`src/rtl/key_counter_input.sv`:
```
// key_counter_input: two debounced active-low keys driving a mod-M up/down counter.
// Define KEY_AUTO_REPEAT_EN to emit repeat ticks while a key stays held.
module key_counter_input #(
  parameter int DB_M  = 1000000,
  parameter int DB_N  = 20,
  parameter int M     = 12,
  parameter int N     = 4,
  parameter int RPT_M = 25000000,
  parameter int RPT_N = 25
) (
  input  logic         CLOCK_50,
  input  logic         reset,
  input  logic         key_up_n,
  input  logic         key_dn_n,
  output logic         up_tick,
  output logic         dn_tick,
  output logic [N-1:0] count,
  output logic         wrap_tick
);
  typedef enum logic [1:0] {IDLE, F_PRESS, HELD, F_REL} state_t;
  logic [1:0] raw, tk;
  assign raw = {key_dn_n, key_up_n};
  assign up_tick = tk[0];
  assign dn_tick = tk[1];
  if (DB_M < 2 || 2**DB_N < DB_M || 2**N < M || 2**RPT_N < RPT_M) begin : g_bad_params
  end
  for (genvar g = 0; g < 2; g++) begin : g_key
    logic s1, s2, t;
    state_t st;
    logic [DB_N-1:0] cnt;
`ifdef KEY_AUTO_REPEAT_EN
    logic [RPT_N-1:0] rpt;
`endif
    assign tk[g] = t;
    always_ff @(posedge CLOCK_50 or posedge reset)
      if (reset) begin
        s1 <= 1'b1;
        s2 <= 1'b1;
        t <= 1'b0;
        st <= IDLE;
        cnt <= '0;
`ifdef KEY_AUTO_REPEAT_EN
        rpt <= '0;
`endif
      end else begin
        s1 <= raw[g];
        s2 <= s1;
        t <= 1'b0;
        case (st)
          IDLE: if (!s2) begin st <= F_PRESS; cnt <= '0; end
          F_PRESS:
            if (s2) st <= IDLE;
            else if (cnt == DB_N'(DB_M - 2)) begin st <= HELD; t <= 1'b1; end
            else cnt <= cnt + DB_N'(1);
`ifdef KEY_AUTO_REPEAT_EN
          HELD:
            if (s2) begin st <= F_REL; cnt <= '0; rpt <= '0; end
            else if (rpt == RPT_N'(RPT_M - 1)) begin rpt <= '0; t <= 1'b1; end
            else rpt <= rpt + RPT_N'(1);
`else
          HELD: if (s2) begin st <= F_REL; cnt <= '0; end
`endif
          F_REL:
            if (!s2) st <= HELD;
            else if (cnt == DB_N'(DB_M - 2)) st <= IDLE;
            else cnt <= cnt + DB_N'(1);
          default: st <= IDLE;
        endcase
      end
  end
  logic inc, dec, top, bot;
  assign inc = up_tick & ~dn_tick;
  assign dec = dn_tick & ~up_tick;
  assign top = count == N'(M - 1);
  assign bot = count == '0;
  always_ff @(posedge CLOCK_50 or posedge reset)
    if (reset) begin
      count <= '0;
      wrap_tick <= 1'b0;
    end else begin
      wrap_tick <= (inc & top) | (dec & bot);
      count <= inc ? (top ? '0 : count + N'(1)) : dec ? (bot ? N'(M - 1) : count - N'(1)) : count;
    end
endmodule

```
`config.mk`:
```
export PLATFORM = sky130hd
export DESIGN_NAME = key_counter_input
export DESIGN_NICKNAME = d
export VERILOG_FILES = /design/src/rtl/key_counter_input.sv
export SDC_FILE = /design/constraint.sdc
export NUM_CORES = 1
export LEC_CHECK = 0
export CORE_MARGIN = 8
export CORE_UTILIZATION = 48
export CTS_BUF_LIST = sky130_fd_sc_hd__clkbuf_8
export DETAILED_ROUTE_END_ITERATION = 10
export GPL_TIMING_DRIVEN = 0
export HOLD_SLACK_MARGIN = 0.15
export SYNTH_ARGS = -nofsm -noshare
export SYNTH_HDL_FRONTEND = slang
export SYNTH_SLANG_ARGS = --single-unit
```
`constraint.sdc`:
```
create_clock -name CLOCK_50 -period 5.15 [get_ports CLOCK_50]
set_input_delay 0.7725 -clock CLOCK_50 [delete_from_list [all_inputs] [get_ports CLOCK_50]]
set_output_delay 0.7725 -clock CLOCK_50 [all_outputs]
set_load 0.01 [all_outputs]
```
* Yosys cells after proc, flatten, opt, wreduce, memory -nomap -nowiden
Cells that the tools add are included.
Storage, ports and cells: register bits after elaboration 55, bits of input ports 4, output and inout port bits 7, logic and storage cells 88
Cells by class: add/subtract/negate cells 4, equal/unequal tests 21, muxes and demuxes 36, bitwise gates (word level) 7, reductions and logical operators 8
Operators with widths (number):
- two-way mux 20 bit | 10
- one-hot mux 20 bit (4 select lines) | 2
- adder 20 x 1 -> 20 bit (second input constant) | 2
- equality test 20 bit (second input constant) | 2
- two-way mux 2 bit | 12
- two-way mux 4 bit | 4
- inequality test 2 bit (second input constant) | 8
- one-hot mux 2 bit (4 select lines) | 2
- AND reduction 4 bit | 4
- inequality test 3 bit (second input constant) | 4
- equality test 2 bit (second input constant) | 4
- two-way mux 1 bit | 6
- adder 4 x 1 -> 4 bit (second input constant) | 1
- AND 1 bit | 4
- equality test 2 x 1 -> 1 bit (second input constant) | 2
- equality test 4 bit (second input constant) | 1
- zero test 2 bit | 2
- zero test 4 bit | 1
- subtractor 4 x 1 -> 4 bit (second input constant) | 1
- inverter 1 bit | 2
- nonzero test 2 bit | 1
- bitwise OR 1 bit | 1

* Depth between registers and ports, before layout
depth after elaboration 4, mapped depth 7, depth with buffers taken out 6

* Least setup slack after synthesis
No wires, ideal clock.
path kind reg2reg, start point register g_key[0].cnt[15], end point register g_key[0].cnt[0], data arrival time 1737 ps, required time 5010 ps, setup slack 3272 ps, cell stages (with the launch flop) 5, buffers on the path 0, period minus slack after synthesis 1878 ps, path through dfrtp_1 -> or4b_2 -> nor4_4 -> and2_1 -> o221ai_1
Between the ends: word-level cells in the longest chain between the ends 4, elaborated cells between the ends (all ways) 5, classes of those cells eq/ne: 1; mux: 4
RTL lines:
- from (decl) | RTL line 30 | logic [DB_N-1:0] cnt;
- from (signal assigned) | RTL line 54 | else cnt <= cnt + DB_N'(1);
- from (signal assigned) | RTL line 66 | else cnt <= cnt + DB_N'(1);
- equality test 20 bit * | RTL line 53, 65
- two-way mux 20 bit *
- two-way mux 20 bit, on equally long branches
- one-hot mux 20 bit (4 select lines) *
Mark *: on every way between the ends. The rest lies on a longest branch, timed or not. The select of a mux whose other input is x is not followed. A chain may end at the register's enable or synchronous reset.

* Worst setup path in the final report
start point register g_key[0].cnt[15], end point register g_key[0].t (netlist: up_tick)
Between the ends: word-level cells in the longest chain between the ends 4
RTL lines:
- equality test 20 bit | RTL line 53 | else if (cnt == DB_N'(DB_M - 2)) begin st <= HELD; t <= 1'b1; end
- two-way mux 1 bit | RTL line 53
- two-way mux 1 bit | RTL line 52 | if (s2) st <= IDLE;
- two-way mux 1 bit | RTL line 49 | case (st)
- to (signal assigned) | RTL line 39 | t <= 1'b0;
- to (signal assigned) | RTL line 48 | t <= 1'b0;
- to (signal assigned) | RTL line 53
- to (decl) | RTL line 28 | logic s1, s2, t;
Every way passes these cells.

==> run_results.csv <==
group,metric,value,unit
status,status,"completed",
power_and_ir_drop,vdd_drop_max,0.1445,mV
worst_setup_path,critPathCaptureType,"register",
clock_tree,hold_buffers,0,
floorplan,die_y,100.2,µm
grt,globalRoute.busiestLayer,"met1",
power_and_ir_drop,power_density,219.5,nW/µm²
yosys,ys_types,61,
grt,met1_usage,26.38,%
yosys,ys_seq_elements,55,
cells_and_area,drive_above_1_share,8.333,%
run,drv_cap,0,
timing,clock.fmax,0.4460,GHz
floorplan,fp.dieW,100.2,µm
placed_design,dp.final_hpwl,5865,µm
timing,relSlewSlack,52.55,%
detailed_routing,wl_per_cell,16.99,µm
timing,final.setup.tns,0,ps
grt,grt_max_degree,33,
timing,period_share,43.53,%
yosys,synth-simple-area-share,29.24,%
clock_tree,path_clk_slew,110,ps
timing,rsz0062_at_grt,"no",
yosys,seq_area_frac_synth,40.60,%
placed_design,io_buffers,10,
yosys,synthesis.nets,390,
yosys,synth.mux.area_fraction,2.243,%
timing,finalHoldViolCount,0,
clock_tree,cts_root_buffer,"clkbuf_8",
yosys,avgSynthCellArea,9.024,µm²
clock_tree,clk_path_buf_depth,2,
clock_tree,clock_latency,320,ps
clock_tree,cts_made_buffers,5,
yosys,netlist_area,3402,µm²
worst_setup_path,crit_fanout,8,
detailed_routing,drtAntennaViolNets,0,
timing,skew,11.42,ps
clock_tree,ctsResizeCount,0,
floorplan,initial_core_util,49.80,%
cells_and_area,final_nets,408,
cells_and_area,syn_to_final_growth,10.44,%
grt,track_usage,17.48,%
grt,met2_usage,24.82,%
yosys,synth_ff_type,"dfrtp_1",
detailed_routing,routed_wl,8360,µm
clock_tree,clock_sinks,55,
yosys,synth_compound_area_share,18.50,%
yosys,synth_area_leaders,"dfrtp_1 38%, nand2_1 4.5%, nand3_1 3.8%",
timing,period_minus_slack,2242,ps
worst_setup_path,crit_type,"reg -> reg",
grt,grt_pass1_wl,14320,µm
yosys,yosysWarnings,0,
min_path,min_path_type,"reg -> reg",
grt,antenna_found_initial,0,
yosys,synth_xor_area_share,1.508,%
worst_setup_path,r2r-end,"up_tick",
floorplan,ioPinCount,11,
worst_setup_path,startpoint_type,"register",
grt,grtUsageMet3,3.391,%
yosys,synth_top_cell_by_area,"dfrtp_1",
worst_setup_path,required,5340,ps
worst_setup_path,ff2ff_setup_slack,2910,ps
cells_and_area,n_fill_cell,643,
timing,finalSetupViolations,0,
timing,worst_pin_slew,710.7,ps
worst_setup_path,rr_worst_depth,4,
placed_design,pre_cts_ws,2978,ps
placed_design,gp_congestion,0.8285,
floorplan,core_area,6832,µm²
clock_tree,cts_setup_buffers,0,
cells_and_area,layout_commonest_cell,"dfrtp_1",
cells_and_area,antenna_cells,0,
detailed_routing,vias,3108,
timing,drv_slew,0,
floorplan,fp-row-count,30,
grt,grt_pass1_vias,2860,
floorplan,die_area,10040,µm²
min_path,hold_end,"g_key[0].s2",
yosys,netlist_instances,377,
grt,grt_overflow_total,0,
detailed_routing,dr.first_iter.drc_count,233,
yosys,synth_top_area_share,37.51,%
clock_tree,tritoncts,"done",
yosys,synth_top_family_by_area,"simple AND/OR/NAND/NOR gates",
detailed_routing,vias_per_cell,6.317,
power_and_ir_drop,p_leak,1.579,nW
min_path,min_path_cells,0,
clock_tree,htreeDepth,2,
yosys,synthAdderAreaFrac,3.310,%
timing,worst_slack,2908,ps
yosys,ys_async_sr_fraction,100.0,%
worst_setup_path,r2r-start,"g_key[0].cnt[15]",
detailed_routing,first_pass_iters,5,
worst_setup_path,cp_data_arrival_time,2430,ps
yosys,synth_edf_count,0,
min_path,worstHoldStart,"g_key[0].s1",
cells_and_area,layout_common_cells,"51 x dfrtp_1, 41 x nand2_1, 26 x nand3_1",
detailed_routing,drc,0,
==> routing by layer <==
metal  share of wire [%]  routed length (µm)  vias to the layer above
li1                    -                   -                     1477
met2                  43                3556                       87
met4                0.86                  72                        0
met5                   0                   0                        -
met1                  51                4268                     1536
met3                 5.5                 462                        8
==> cells in the mapped netlist, drive strengths merged, types with 4 or more instances <==
| cell type | number |
|---|---|
| inv | 14 |
| or4 | 5 |
| nor2 | 13 |
| a211o | 4 |
| and3 | 12 |
| and4 | 7 |
| dfrtp | 51 |
| a22o | 5 |
| nor3 | 6 |
| nor4 | 8 |
| and2 | 5 |
| a31oi | 8 |
| mux2 | 5 |
| a21oi | 19 |
| ha | 9 |
| o31ai | 5 |
| dfstp | 4 |
| nand3b | 4 |
| nand3 | 26 |
| nand2b | 4 |
| o21ai | 14 |
| or4b | 6 |
| a41oi | 4 |
| o211ai | 10 |
| buf | 7 |
| nand4 | 18 |
| clkbuf | 19 |
| nand2 | 41 |
==> cells by family after synthesis <==
logic type | count (synthesis)
AOI/OAI and AO/OA | 92
buffers and inverters | 40
and+or+nand+nor | 169
adders and majority gates | 9
muxes | 7
DFF | 55
xor gates and xnor gates | 5
==> power by group <==
part,total (mW),internal [mW],switching (mW)
sequential,0.460,0.443,0.0165
clock,0.302,0.147,0.155
combinational,0.0630,0.0200,0.0430
total,0.825,0.610,0.215
==> state kept, by name, indices dropped and copies added, names as in the netlist, named ones only <==
register,flops
up_tick,1
g_key.cnt,40
count,4
g_key.s2,2
wrap_tick,1
g_key.st,2
g_key.s1,2
dn_tick,1
==> worst max-delay path, stage by stage (launching register included) <==
cell     delay, ps
dfrtp_1        490
or4b_1         580
nor4_2         510
nand3_1        190
nor3_1         340
==> how the worst max path moves through the flow <==
| stage | endpoint | start | slack, ps |
|---|---|---|---|
| after floorplan | async pin | reset | 3040 |
| after global placement | g_key[0].cnt[2] | reset | 1930 |
| after detailed placement | up_tick | g_key[0].cnt[15] | 2980 |
| after CTS | up_tick | g_key[0].cnt[15] | 2940 |
| after global routing | up_tick | g_key[0].cnt[15] | 2770 |
| final | up_tick | g_key[0].cnt[15] | 2910 |
==> per-stage QoR <==
step / power [mW] / utilization [%] / area (µm²) / hold slack (ps) / instances
after floorplan: 0.5060 / - / 3402 / 345.2 / 377
after global placement: 0.5285 / 53.02 / 3622 / 346.5 / 483
after detailed placement: 0.5316 / 53.32 / 3642 / 347.5 / 484
after CTS: 0.8339 / 55.00 / 3757 / 364.4 / 492
after global routing: 0.8606 / 55.00 / 3757 / 365.5 / 492
final: 0.8248 / 55.00 / 3757 / 361.9 / 492
==> cell type report <==
class | count | area, µm² | share of cell area, %
Buffer | 26 | 103.9 | 2.764
Clock buffer | 5 | 68.82 | 1.832
Clock inverter | 3 | 46.29 | 1.232
Inverter | 14 | 52.55 | 1.399
Multi-Input combinational cell | 282 | 1864 | 49.62
Sequential cell | 55 | 1381 | 36.76
Tap cell | 96 | 120.1 | 3.197
Timing Repair Buffer | 11 | 120.1 | 3.197
Power figures use the tool's default switching activity.
